--- src/rtl/qracc_csr_regfile.sv ---
// QRAcc CSR slave: bus-facing register file holding the layer config and driving
// controller strobes. Define QRACC_CSR_SHADOW_EN for shadow/active config copies.
package qracc_pkg;
  typedef struct packed {
    logic [31:0] data_in;
    logic [31:0] addr;
    logic        wen;
    logic        valid;
  } bus_req_t;

  typedef struct packed {
    logic        ready;
    logic [31:0] data_out;
    logic        rd_data_valid;
  } bus_resp_t;

  typedef enum logic [2:0] {
    TRIGGER_IDLE            = 3'd0,
    TRIGGER_WRITE_IFMAP     = 3'd1,
    TRIGGER_WRITE_WEIGHTS   = 3'd2,
    TRIGGER_COMPUTE_ANALOG  = 3'd3,
    TRIGGER_COMPUTE_DIGITAL = 3'd4,
    TRIGGER_READ_OFMAP      = 3'd5,
    TRIGGER_RSVD6           = 3'd6,
    TRIGGER_RSVD7           = 3'd7
  } qracc_trigger_t;

  typedef struct packed {
    logic        binary_cfg;
    logic        unsigned_acts;
    logic [3:0]  adc_ref_range_shifts;
    logic [3:0]  filter_size_y;
    logic [3:0]  filter_size_x;
    logic [3:0]  stride_x;
    logic [3:0]  stride_y;
    logic [3:0]  n_input_bits_cfg;
    logic [3:0]  n_output_bits_cfg;
    logic [15:0] input_fmap_dimx;
    logic [15:0] input_fmap_dimy;
    logic [15:0] output_fmap_dimx;
    logic [15:0] output_fmap_dimy;
    logic [15:0] num_input_channels;
    logic [15:0] num_output_channels;
    logic [15:0] mapped_matrix_offset_x;
    logic [15:0] mapped_matrix_offset_y;
    logic [3:0]  padding;
    logic [7:0]  padding_value;
  } qracc_layer_t;

  typedef struct packed {
    logic         preserve_ifmap;
    qracc_layer_t layer;
  } qracc_config_t;

  function automatic qracc_layer_t layer_reset();
    qracc_layer_t c;
    c = '0;
    c.filter_size_x     = 4'd1;
    c.filter_size_y     = 4'd1;
    c.stride_x          = 4'd1;
    c.stride_y          = 4'd1;
    c.n_input_bits_cfg  = 4'd8;
    c.n_output_bits_cfg = 4'd8;
    return c;
  endfunction
endpackage

module qracc_csr_regfile
  import qracc_pkg::*;
#(
  parameter logic [31:0] BASE_ADDR = 32'h0000_0000,
  parameter int          NUM_CSR   = 7
) (
  input  logic           clk,
  input  logic           nrst,
  input  bus_req_t       bus_req_i,
  output bus_resp_t      bus_resp_o,
  input  logic           ctrl_busy_i,
  input  logic [3:0]     ctrl_state_i,
  output qracc_config_t  cfg_o,
  output qracc_trigger_t trigger_o,
  output logic           trigger_valid_o,
  output logic           clear_o,
  output logic           inst_write_mode_o
);
  typedef enum logic {S_IDLE, S_RESP} state_t;

  state_t         state_q;
  logic [31:0]    rdata_q;
  qracc_layer_t   layer_q;
  logic           err_q, iwm_q, pif_q, trig_vld_q, clr_q;
  qracc_trigger_t trig_q;

  function automatic qracc_layer_t layer_write(qracc_layer_t c, logic [2:0] i, logic [31:0] d);
    case (i)
      3'd1: begin
        c.binary_cfg = d[0];            c.unsigned_acts = d[1];
        c.adc_ref_range_shifts = d[7:4]; c.filter_size_y = d[11:8];
        c.filter_size_x = d[15:12];      c.stride_x = d[19:16];
        c.stride_y = d[23:20];           c.n_input_bits_cfg = d[27:24];
        c.n_output_bits_cfg = d[31:28];
      end
      3'd2: begin c.input_fmap_dimx = d[15:0];        c.input_fmap_dimy = d[31:16];        end
      3'd3: begin c.output_fmap_dimx = d[15:0];       c.output_fmap_dimy = d[31:16];       end
      3'd4: begin c.num_input_channels = d[15:0];     c.num_output_channels = d[31:16];    end
      3'd5: begin c.mapped_matrix_offset_x = d[15:0]; c.mapped_matrix_offset_y = d[31:16]; end
      3'd6: begin c.padding = d[3:0];                 c.padding_value = d[11:4];           end
      default: ;
    endcase
    return c;
  endfunction

  function automatic logic [31:0] layer_read(qracc_layer_t c, logic [2:0] i);
    logic [31:0] r;
    r = '0;
    case (i)
      3'd1: r = {c.n_output_bits_cfg, c.n_input_bits_cfg, c.stride_y, c.stride_x,
                 c.filter_size_x, c.filter_size_y, c.adc_ref_range_shifts, 2'b00,
                 c.unsigned_acts, c.binary_cfg};
      3'd2: r = {c.input_fmap_dimy, c.input_fmap_dimx};
      3'd3: r = {c.output_fmap_dimy, c.output_fmap_dimx};
      3'd4: r = {c.num_output_channels, c.num_input_channels};
      3'd5: r = {c.mapped_matrix_offset_y, c.mapped_matrix_offset_x};
      3'd6: r = {20'd0, c.padding_value, c.padding};
      default: r = '0;
    endcase
    return r;
  endfunction

  // 33-bit subtract: the borrow bit flags addresses below BASE_ADDR
  logic [32:0] off;
  logic        in_range, unused_addr_lsbs;
  logic [2:0]  idx;
  assign off              = {1'b0, bus_req_i.addr} - {1'b0, BASE_ADDR};
  assign in_range         = !off[32] && (off[31:2] < 30'(NUM_CSR));
  assign idx              = off[4:2];
  assign unused_addr_lsbs = ^off[1:0];

  logic accept, wr, rd, csr0_wr, cfg_wr, trig_req, trig_go, cfg_wr_ok, err_set;
  logic [31:0] csr0_word, rd_word;
  assign accept   = bus_req_i.valid && (state_q == S_IDLE);
  assign wr       = accept && bus_req_i.wen && in_range;
  assign rd       = accept && !bus_req_i.wen;
  assign csr0_wr  = wr && (idx == 3'd0);
  assign cfg_wr   = wr && (idx != 3'd0);
  assign trig_req = csr0_wr && (bus_req_i.data_in[2:0] != 3'd0);
  assign trig_go  = trig_req && !ctrl_busy_i;
`ifdef QRACC_CSR_SHADOW_EN
  assign cfg_wr_ok = cfg_wr;
  assign err_set   = trig_req && ctrl_busy_i;
`else
  assign cfg_wr_ok = cfg_wr && !ctrl_busy_i;
  assign err_set   = (trig_req || cfg_wr) && ctrl_busy_i;
`endif

  assign csr0_word = {18'd0, err_q, pif_q, ctrl_state_i, 2'b00, iwm_q, ctrl_busy_i, 4'd0};
  assign rd_word   = !in_range ? 32'd0 : (idx == 3'd0) ? csr0_word : layer_read(layer_q, idx);

  always_ff @(posedge clk or negedge nrst) begin
    if (!nrst) begin
      state_q <= S_IDLE;
      rdata_q <= '0;
    end else begin
      case (state_q)
        S_IDLE: if (rd) begin state_q <= S_RESP; rdata_q <= rd_word; end
        S_RESP: begin state_q <= S_IDLE; rdata_q <= '0; end
        default: begin state_q <= S_IDLE; rdata_q <= '0; end
      endcase
    end
  end

  always_ff @(posedge clk or negedge nrst) begin
    if (!nrst) begin
      layer_q    <= layer_reset();
      err_q      <= 1'b0;
      iwm_q      <= 1'b0;
      pif_q      <= 1'b0;
      trig_vld_q <= 1'b0;
      trig_q     <= TRIGGER_IDLE;
      clr_q      <= 1'b0;
    end else begin
      trig_vld_q <= trig_go;
      trig_q     <= trig_go ? qracc_trigger_t'(bus_req_i.data_in[2:0]) : TRIGGER_IDLE;
      clr_q      <= csr0_wr && bus_req_i.data_in[3];
      if (csr0_wr) begin
        iwm_q <= bus_req_i.data_in[5];
        pif_q <= bus_req_i.data_in[12];
      end
      // a new error outranks a same-write W1C or clear
      if (err_set)
        err_q <= 1'b1;
      else if (csr0_wr && (bus_req_i.data_in[13] || bus_req_i.data_in[3]))
        err_q <= 1'b0;
      if (cfg_wr_ok) layer_q <= layer_write(layer_q, idx, bus_req_i.data_in);
    end
  end

`ifdef QRACC_CSR_SHADOW_EN
  qracc_layer_t act_q;
  always_ff @(posedge clk or negedge nrst) begin
    if (!nrst)        act_q <= layer_reset();
    else if (trig_go) act_q <= layer_q;
  end
  assign cfg_o.layer = act_q;
`else
  assign cfg_o.layer = layer_q;
`endif

  assign cfg_o.preserve_ifmap        = pif_q;
  assign bus_resp_o.ready            = (state_q == S_IDLE);
  assign bus_resp_o.rd_data_valid    = (state_q == S_RESP);
  assign bus_resp_o.data_out         = rdata_q;
  assign trigger_o                   = trig_q;
  assign trigger_valid_o             = trig_vld_q;
  assign clear_o                     = clr_q;
  assign inst_write_mode_o           = iwm_q;
endmodule
--- config.mk ---
export PLATFORM = sky130hd
export DESIGN_NAME = qracc_csr_regfile
export DESIGN_NICKNAME = d
export VERILOG_FILES = /design/src/rtl/qracc_csr_regfile.sv
export SDC_FILE = /design/constraint.sdc
export NUM_CORES = 1
export LEC_CHECK = 0
export CAP_MARGIN = 15
export CORE_MARGIN = 2
export CORE_UTILIZATION = 51
export CTS_CLUSTER_DIAMETER = 60
export DETAILED_ROUTE_END_ITERATION = 6
export PLACE_DENSITY = 0.86
export SYNTH_ARGS = -nofsm -noshare
export SYNTH_HDL_FRONTEND = slang
export SYNTH_SLANG_ARGS = --single-unit
--- constraint.sdc ---
create_clock -name clk -period 4 [get_ports clk]
set_input_delay 0.6 -clock clk [delete_from_list [all_inputs] [get_ports clk]]
set_output_delay 0.6 -clock clk [all_outputs]
set_load 0.1 [all_outputs]
==> run_results.csv, run 1 <==
group,metric,value,unit
floorplan,die_h,138,um
synth,synth_edf_count,0,
timing,hold_violations,0,
place,dp_slack,0.476,ns
layout,mostFrequentLayoutCell,"clkdlybuf4s50_1",
synth,synth_seq_cells,211,
timing,slew_viol_final,0,
place,placement.io_buffers,281,
outcome,status,"finished clean",
critical_path,crit_arrival,3.30,ns
cts,htree_levels,1,
place,gp_congestion,0.846,
synth,syn_nets,773,
cts,cts_resized,0,
floorplan,placeableCoreArea,17800,um2
power,p_int,3670,uW
synth,synthTopCellsByArea,"dfrtp_1 (56%), mux2_2 (17%), mux2_1 (5.0%)",
detailed_routing,drc,0,
synth,synthAdderAreaFrac,0,%
floorplan,io_pins,284,
synth,synth_xor_xnor_area_share,0,%
synth,ys_types,43,
cts,clockBufferDepth,3,
power,swShare,22.0,%
timing,fin_crit,2.91,ns
cts,cts_setup_buffers,0,
synth,yosysTopAreaCell,"dfrtp_1",
synth,syn_area_per_cell,13.2,um2
detailed_routing,drt_iter0_markers,458,
power,p_leak,0.00602,uW
cts,clock_latency,0.51,ns
synth,ys_seq_area_share,57.4,%
timing,fin_tns_setup,0,ns
critical_path,crit_fanout,17,
timing,fmax,0.343,GHz
critical_path,timing.rr.start,"state_q",
synth,ys_async_sr_fraction,100,%
cts,cts_tree,"yes",
synth,synth_top_area_share,55.7,%
layout,final_cell_mix,"clkdlybuf4s50_1 (278), dfrtp_1 (205), mux2_2 (140), nand2_1 (59), o21ai_0 (48)",
timing,fin_ws,1.09,ns
power,peakVddDrop,0.000417,V
detailed_routing,first_pass_iters,4,
power,seqPwrFrac,45.5,%
cts,holdBufCountCts,0,
synth,synth_ff_type,"dfrtp_1",
global_routing,overflow,0,
timing,rsz0062_at_grt,"no",
timing,worst_pin_slew,1.07,ns
critical_path,setup.worst_path.start,"bus_req_i[19]",
detailed_routing,drt-total-wl,28300,um
job,max_cap_viol_count,0,
synth,postSynthCellCount,700,
critical_path,start_kind,"input pin",
cts,cts-root-buf,"clkbuf_16",
layout,area_delta_synth_final,42.4,%
global_routing,grt_util_all_layers,29.5,%
power,powerDensity,358,nW/um2
critical_path,max_stage_delay,0.53,ns
cts,clk_pin_slew,0.06,ns
synth,synth_compound_area_share,8.29,%
floorplan,rows,49,
detailed_routing,wl_per_cell,23.1,um
layout,layout.nets,1054,
detailed_routing,num_vias,7162,
timing,period_share,72.8,%
place,dp_hpwl,18600,um
layout,num-fill-cells,1223,
power,clock_power_share,49.2,%
timing,max-slew-margin-rel,28.3,%
floorplan,die_w,138,um
cts,cts_buffers,23,
min_path,hold_path.class,"input pin to async pin",
synth,synth-simple-area-share,5.97,%
power,power.net_switching,1030,uW
power,pwr-share-comb,5.4,%
critical_path,cp_top_family,"simple AND/OR/NAND/NOR gates",
critical_path,ff2ff_setup_slack,1.58,ns
floorplan,die_area,19100,um2
global_routing,antenna_found_initial,0,
synth,synthMuxAreaShare,25.3,%
synth,synth_top_family_by_area,"multiplexers",
cts,cts.sink_count,211,
detailed_routing,antenna_left,0,
layout,drive_above_1_share,22.1,%
floorplan,initial_core_util,51.6,%
global_routing,grt_pass1_wl,44500,um
critical_path,cp_slowest_cell,"nand4b_4",
critical_path,crit_required,4.39,ns
timing,setup_violations,0,
global_routing,grt_pass1_vias,7553,
global_routing,grt_max_degree,93,
timing,finClkSkew,0.00858,ns
detailed_routing,via_per_inst,5.84,
critical_path,worst-path-buf-inv,2,
synth,yosysWarnings,0,
critical_path,worstSetupPathType,"input pin to flop",
critical_path,endpoint_kind,"flop",
critical_path,cp_cell_sequence,"clkdlybuf4s50_1 -> nor4_1 -> nand4_1 -> nor2_2 -> nand4b_4 -> buf_12 -> mux2_1",
synth,syn_area,9210,um2
layout,num_antenna_cells,0,
==> per-layer routing <==
layer  up-vias  part of all wire, %  GRT usage, %  routed length (um)
met1      3647                   40          38.4               11400
li1       3133                    -             -                   -
met4         0                  3.6          11.8                1010
met3        62                  7.1          6.55                2020
met5         -                    0             0                   0
met2       320                   49          48.5               13900
==> final timing paths <==
path                              endpoint  depth (start not counted)
max in group asynchronous        cfg_o[31]                          2
worst min register to register  rdata_q[3]                          2
worst max-delay path             cfg_o[57]                          7
min in group clk                rdata_q[3]                          2
worst min-delay path            cfg_o[120]                          1
worst max register to register   cfg_o[57]                          6
==> cells by family (layout without fill, tap and decap cells) <==
family | after synthesis | after routing
compound gates | 114 | 114
buf+inv | 53 | 351
flops | 211 | 211
mux | 210 | 210
simple gates | 112 | 112
==> power groups by stage <==
stage	logic, uW	clock network (uW)	registers, uW
after CTS	252	2340	2140
final	252	2310	2140
after global placement	249	0	2180
after floorplan	76.6	0	2180
after detailed placement	252	0	2180
after global routing	272	2440	2130
==> worst reg2reg max path, stage by stage, from the launching register on <==
cell and delay, ns:
dfrtp_1 0.46, inv_2 0.09, nand3_1 0.13, nor2_1 0.45, nand4b_4 0.49, buf_12 0.35
mux2_1 0.34
==> per-stage QoR <==
stage	power (uW)	util, %	hold WS (ns)	area (um2)	std cells
2_1_floorplan	2250	-	0.304	9210	700
6_report	4700	73.5	0.176	13100	1227
3_3_place_gp	2420	68.8	0.462	12300	1185
4_1_cts	4730	73.5	0.194	13100	1227
5_1_grt	4850	73.5	0.215	13100	1227
3_5_place_dp	2430	68.8	0.469	12300	1185
==> Yosys cell counts, types with 2 or more instances <==
| cell | n |
|---|---|
| nand4_1 | 4 |
| nor4_1 | 6 |
| o211ai_1 | 7 |
| o221ai_1 | 6 |
| buf_6 | 3 |
| a21oi_1 | 8 |
| dfstp_2 | 6 |
| inv_1 | 4 |
| and3_1 | 5 |
| dfrtp_1 | 205 |
| a22o_1 | 3 |
| nand3_1 | 3 |
| a21o_1 | 2 |
| a221oi_1 | 24 |
| nor2_1 | 13 |
| buf_4 | 7 |
| nor3_1 | 4 |
| nor3b_1 | 4 |
| mux2i_1 | 29 |
| a22oi_1 | 10 |
| nor2b_1 | 6 |
| mux2_2 | 140 |
| buf_1 | 2 |
| clkbuf_1 | 13 |
| o21ai_0 | 48 |
| nand2_1 | 59 |
| mux2_1 | 41 |
| buf_2 | 23 |
==> final cells by class <==
cell class,count,area [um2],share of cell area (%)
Sequential cell,211,5290,40.3
Multi-Input combinational cell,436,3650,27.9
Timing Repair Buffer,304,3030,23.1
Clock buffer,28,624,4.76
Tap cell,229,287,2.19
Clock inverter,14,209,1.59
Inverter,5,18.8,0.143
==> flip-flops by register name, indices dropped and copies added, names as in the netlist <==
register           cells
cfg_o                170
rdata_q               32
trigger_o              3
clear_o                1
err_q                  1
inst_write_mode_o      1
pif_q                  1
state_q                1
trigger_valid_o        1
No activity file was read; power rests on OpenSTA's default activity.
==> inputs of run 2 (changes only) <==
--- a/config.mk
+++ b/config.mk
@@ -7,10 +7,10 @@
 export LEC_CHECK = 0
 export CAP_MARGIN = 15
 export CORE_MARGIN = 2
-export CORE_UTILIZATION = 51
+export CORE_UTILIZATION = 43
 export CTS_CLUSTER_DIAMETER = 60
 export DETAILED_ROUTE_END_ITERATION = 6
-export PLACE_DENSITY = 0.86
+export PLACE_DENSITY = 0.77
 export SYNTH_ARGS = -nofsm -noshare
 export SYNTH_HDL_FRONTEND = slang
 export SYNTH_SLANG_ARGS = --single-unit
==> constraint.sdc (replaced) <==
create_clock -name clk -period 2.6 [get_ports clk]
set_input_delay 0.39 -clock clk [delete_from_list [all_inputs] [get_ports clk]]
set_output_delay 0.39 -clock clk [all_outputs]
set_load 0.1 [all_outputs]
==> run 2 against run 1 <==
Effect of this change:
- register-to-register slack worse by 0.95 ns
- global-route usage is 5.4 points lower
- combinational power is 62% higher
- via count is 1.9% lower
- total power is 52% higher
- clock skew is 0.0099 ns higher
==> run_results.csv, run 2 (synthesized netlist as in run 1, its figures left out) <==
group,metric,value,unit
cts,cts_tree,"yes",
cts,htree_levels,1,
timing,setup_violations,0,
cts,clockBufferDepth,3,
layout,mostFrequentLayoutCell,"buf_4",
global_routing,grt_util_all_layers,24.1,%
cts,cts-root-buf,"clkbuf_16",
layout,area_delta_synth_final,39.6,%
place,gp_congestion,0.874,
detailed_routing,antenna_left,0,
critical_path,worstSetupPathType,"input pin to flop",
timing,fmax,0.501,GHz
outcome,status,"finished clean",
critical_path,endpoint_kind,"flop",
critical_path,crit_fanout,19,
floorplan,rows,53,
timing,hold_violations,0,
layout,layout.nets,1076,
place,placement.io_buffers,281,
floorplan,die_h,150,um
layout,post-route-util,61.1,%
critical_path,crit_arrival,2.39,ns
global_routing,antenna_found_initial,0,
global_routing,grt_pass1_wl,41600,um
cts,clk_pin_slew,0.06,ns
critical_path,crit_required,2.99,ns
critical_path,start_kind,"input pin",
floorplan,placeableCoreArea,21000,um2
timing,timing.hold.ws,0.393,ns
critical_path,setup.worst_path.start,"bus_req_i[22]",
layout,num_antenna_cells,0,
timing,period_share,76.7,%
detailed_routing,drt_iter0_markers,343,
floorplan,die_w,150,um
floorplan,initial_core_util,43.8,%
job,max_cap_viol_count,0,
timing,max-slew-margin-rel,24.8,%
global_routing,grt_pass1_vias,6999,
layout,final_cell_mix,"buf_4 (245), dfrtp_1 (205), mux2_2 (140), clkdlybuf4s50_1 (66), nand2_1 (59)",
min_path,hold_path.class,"input pin to flop",
timing,fin_tns_setup,0,ns
power,powerDensity,556,nW/um2
timing,fin_crit,2.00,ns
place,dp_hpwl,19200,um
timing,fin_ws,0.605,ns
critical_path,timing.rr.start,"state_q",
detailed_routing,via_per_inst,5.42,
timing,slew_viol_final,0,
detailed_routing,first_pass_iters,5,
power,p_leak,0.00657,uW
detailed_routing,num_vias,7028,
cts,cts_setup_buffers,0,
timing,worst_pin_slew,1.13,ns
detailed_routing,wl_per_cell,21.4,um
timing,finClkSkew,0.0185,ns
cts,clock_latency,0.51,ns
global_routing,grt_max_degree,60,
timing,rsz0062_at_grt,"no",
place,dp_slack,0.0956,ns
detailed_routing,drc,0,
cts,cts_buffers,24,
place,dp.cells,1251,
min_path,hold_start,"bus_req_i[4]",
layout,drive_above_1_share,44.0,%
floorplan,io_pins,284,
global_routing,overflow,0,
cts,cts.sink_count,211,
detailed_routing,drt-total-wl,27800,um
power,peakVddDrop,0.000472,V
layout,fin_cells,1296,
floorplan,die_area,22600,um2
layout,largest_reg_flops,170,
## run 2: cell count changes in the layout (fill, tap and decap cells not counted), sizes merged
cell / delta
buf: +232
clkdlybuf4s50: -212
clkbuf: +11
bufinv: -3
clkinvlp: -3
clkinv: -2
dlygate4sd3: +1
inv: -1
## run 2: layout make-up
type	instances	area, um2
multi-input cells	436	3660
fillers	1697	8170
repair buffers	325	2720
flip-flops and latches	211	5290
clock buffers	39	738
inverters	5	18.8
clock inverters	5	81.3
well taps	275	344
## run 2: routing by layer
metal  share of wire (%)  wire length, um  up-vias  track usage (%)
met4                 2.1              591        0             7.03
met2                  48            13300      256             39.1
met5                   0                0        -                0
li1                    -                -     3195                -
met1                  44            12100     3539             33.6
met3                 6.5             1790       38             3.85
## run 2: final timing paths
path	endpoint	slack [ns]	cells after the start
max in group asynchronous	rdata_q[30]	1.37	4
worst max register to register	cfg_o[111]	0.63	7
worst min register to register	rdata_q[17]	0.48	2
min in group asynchronous	cfg_o[6]	0.41	2
worst min-delay path	rdata_q[2]	0.39	3
worst max-delay path	cfg_o[111]	0.60	8
## run 2: timing repair
item | 4_1_cts | 5_1_grt
hold endpoints to repair | 54 | 0
hold buffers | 1 | 0
resized for setup | 0 | 0
## run 2: where the power goes
group          leakage (uW)  switching, uW  total (uW)  internal [uW]
combinational       0.00325            249         407            158
sequential          0.00293           1.58        3290           3290
clock              0.000397           1310        3450           2130
total               0.00657           1560        7140           5580
## run 2: worst max-delay path, stage by stage
cell	delay, ns
clkdlybuf4s50_1	0.39
nor4_1	0.32
nand4_1	0.17
nor2_2	0.13
buf_4	0.16
and3_2	0.23
buf_12	0.21
mux2_2	0.36
## run 2: through the flow
stage,area (um2),power [uW]
final,12800,7140
after global routing,12800,7360
after CTS,12800,7210
after detailed placement,12000,3750
after global placement,12000,3750
after floorplan,9210,3460
==> inputs of run 3 (changes only) <==
--- a/config.mk
+++ b/config.mk
@@ -7,10 +7,10 @@
 export LEC_CHECK = 0
 export CAP_MARGIN = 15
 export CORE_MARGIN = 2
-export CORE_UTILIZATION = 43
+export CORE_UTILIZATION = 47
 export CTS_CLUSTER_DIAMETER = 60
 export DETAILED_ROUTE_END_ITERATION = 6
-export PLACE_DENSITY = 0.77
+export PLACE_DENSITY = 0.8
 export SYNTH_ARGS = -nofsm -noshare
 export SYNTH_HDL_FRONTEND = slang
 export SYNTH_SLANG_ARGS = --single-unit
==> constraint.sdc (replaced) <==
create_clock -name clk -period 2.1 [get_ports clk]
set_input_delay 0.315 -clock clk [delete_from_list [all_inputs] [get_ports clk]]
set_output_delay 0.315 -clock clk [all_outputs]
set_load 0.1 [all_outputs]
==> run 3 against run 2 <==
Effect of this change:
- first-iteration DRC count up 7.0%
- cell area decreased by 0.13%
- combinational power is 31% higher
- largest cell class unchanged
- largest power group is now sequential cells
- final cell count fell by 0.23%
==> run_results.csv, run 3 (synthesized netlist as in run 1, its figures left out) <==
group,metric,value,unit
global_routing,use_met1,36.8,%
cts,htree_levels,1,
timing,fin_tns_setup,0,ns
floorplan,die_h,144,um
floorplan,initial_core_util,47.6,%
critical_path,start_kind,"input pin",
power,powerDensity,662,nW/um2
timing,max-slew-margin-rel,27.2,%
layout,drive_above_1_share,44.6,%
layout,layout.nets,1086,
layout,register_area,5290,um2
detailed_routing,num_vias,7235,
timing,slew_viol_final,0,
layout,final_cell_mix,"buf_4 (257), dfrtp_1 (205), mux2_2 (140), clkdlybuf4s50_1 (66), nand2_1 (59)",
global_routing,busiest_layer,"met2",
detailed_routing,drc,0,
global_routing,grt_pass1_vias,7230,
critical_path,crit_arrival,2.36,ns
cts,cts_tree,"yes",
global_routing,grt.met3_usage,3.57,%
critical_path,crit_fanout,24,
place,dp_hpwl,19900,um
timing,rsz0062_at_grt,"no",
global_routing,antenna_found_initial,0,
critical_path,worstSetupPathType,"input pin to flop",
cts,cts_buffers,22,
power,p_leak,0.00658,uW
layout,largest_reg_flops,170,
power,clock_power_share,45.8,%
power,p_int,6610,uW
critical_path,endpoint_kind,"flop",
cts,clk_pin_slew,0.06,ns
layout,area_delta_synth_final,39.4,%
timing,fin_crit,1.98,ns
detailed_routing,drt_iter0_markers,367,
timing,worst_pin_slew,1.09,ns
power,swShare,22.3,%
cts,cts.sink_count,211,
timing,hold_violations,0,
job,max_cap_viol_count,0,
place,gp_congestion,0.851,
critical_path,crit_required,2.48,ns
floorplan,io_pins,284,
timing,setup_violations,0,
timing,fmax,0.505,GHz
layout,mostFrequentLayoutCell,"buf_4",
power,power.net_switching,1890,uW
layout,multiInputGateArea,3660,um2
floorplan,die_area,20700,um2
place,placement.io_buffers,281,
timing,period_share,94.3,%
cts,clockBufferDepth,3,
global_routing,grt_util_all_layers,26.9,%
detailed_routing,first_pass_iters,5,
global_routing,grt_pass1_wl,42500,um
power,peakVddDrop,0.000529,V
outcome,status,"finished clean",
layout,num_antenna_cells,0,
detailed_routing,antenna_left,0,
global_routing,overflow,0,
global_routing,grtUsageMet2,44.5,%
detailed_routing,drt-total-wl,28100,um
cts,clock_latency,0.50,ns
floorplan,die_w,144,um
detailed_routing,wl_per_cell,21.7,um
detailed_routing,via_per_inst,5.60,
timing,finClkSkew,0.0108,ns
power,seqPwrFrac,47.9,%
cts,cts-root-buf,"clkbuf_16",
floorplan,rows,51,
layout,num-fill-cells,1455,
global_routing,grt_max_degree,53,
layout,post-route-util,66.4,%
min_path,hold_path.class,"input pin to async pin",
floorplan,placeableCoreArea,19300,um2
power,pwr-share-comb,6.3,%
==> run 3: cell types whose count changed in the layout (fill, tap and decap cells not counted), sizes merged <==
cell	previous run	this run
clkinv	2	4
buf	257	269
clkbuf	40	32
clkinvlp	1	2
==> run 3: power groups by stage <==
stage | clock (uW) | sequential [uW] | combinational [uW]
3_3_place_gp | 0 | 4140 | 524
4_1_cts | 3950 | 4070 | 534
3_5_place_dp | 0 | 4140 | 530
5_1_grt | 4110 | 4070 | 575
2_1_floorplan | 0 | 4140 | 146
6_report | 3900 | 4070 | 535
==> run 3: per-layer routing <==
| layer | vias to the layer above | routed length, um |
|---|---|---|
| met3 | 48 | 1690 |
| li1 | 3198 | - |
| met1 | 3698 | 11800 |
| met4 | 0 | 819 |
| met5 | - | 0 |
| met2 | 291 | 13800 |
==> run 3: area by class of cell <==
type                       instances  area share [%]
inverter                           5           0.166
multi-input combinational        436            28.5
sequential                       211            41.2
tap                              265            2.58
timing repair buffer             337            21.9
clock buffer                      31            4.88
clock inverter                     8           0.741
==> run 3: metrics by stage <==
step,worst slack (ns),power (uW),hold slack [ns],instance area (um2),cells
after floorplan,0.0552,4290,0.0194,9210,700
after global placement,-0.379,4670,0.322,12100,1253
after detailed placement,-0.425,4670,0.327,12100,1253
after CTS,0.0970,8560,0.369,12800,1293
after global routing,0.0438,8750,0.397,12800,1293
final,0.120,8500,0.353,12800,1293
==> run 3: final timing paths <==
kind	end	slack [ns]	depth (start not counted)	start
max	cfg_o[110]	0.12	8	bus_req_i[19]
max in group asynchronous	cfg_o[152]	1.08	3	nrst
min in group clk	rdata_q[6]	0.42	5	bus_req_i[4]
max reg2reg	cfg_o[110]	0.22	6	state_q
min reg2reg	rdata_q[23]	0.48	2	rdata_q[23]
min	cfg_o[22]	0.35	2	nrst
==> run 3: repair_timing <==
action	in CTS	in global routing
buffers inserted	0	0
hold buffers	1	0
gates resized for setup	0	0
hold endpoints to repair	45	0
==> run 3: worst max-delay path, cell delays in order <==
cell,delay (ns)
clkdlybuf4s50_1,0.40
nor4_1,0.34
nand4_1,0.22
nor2_2,0.14
buf_4,0.16
and3_2,0.21
buf_12,0.21
mux2_2,0.36
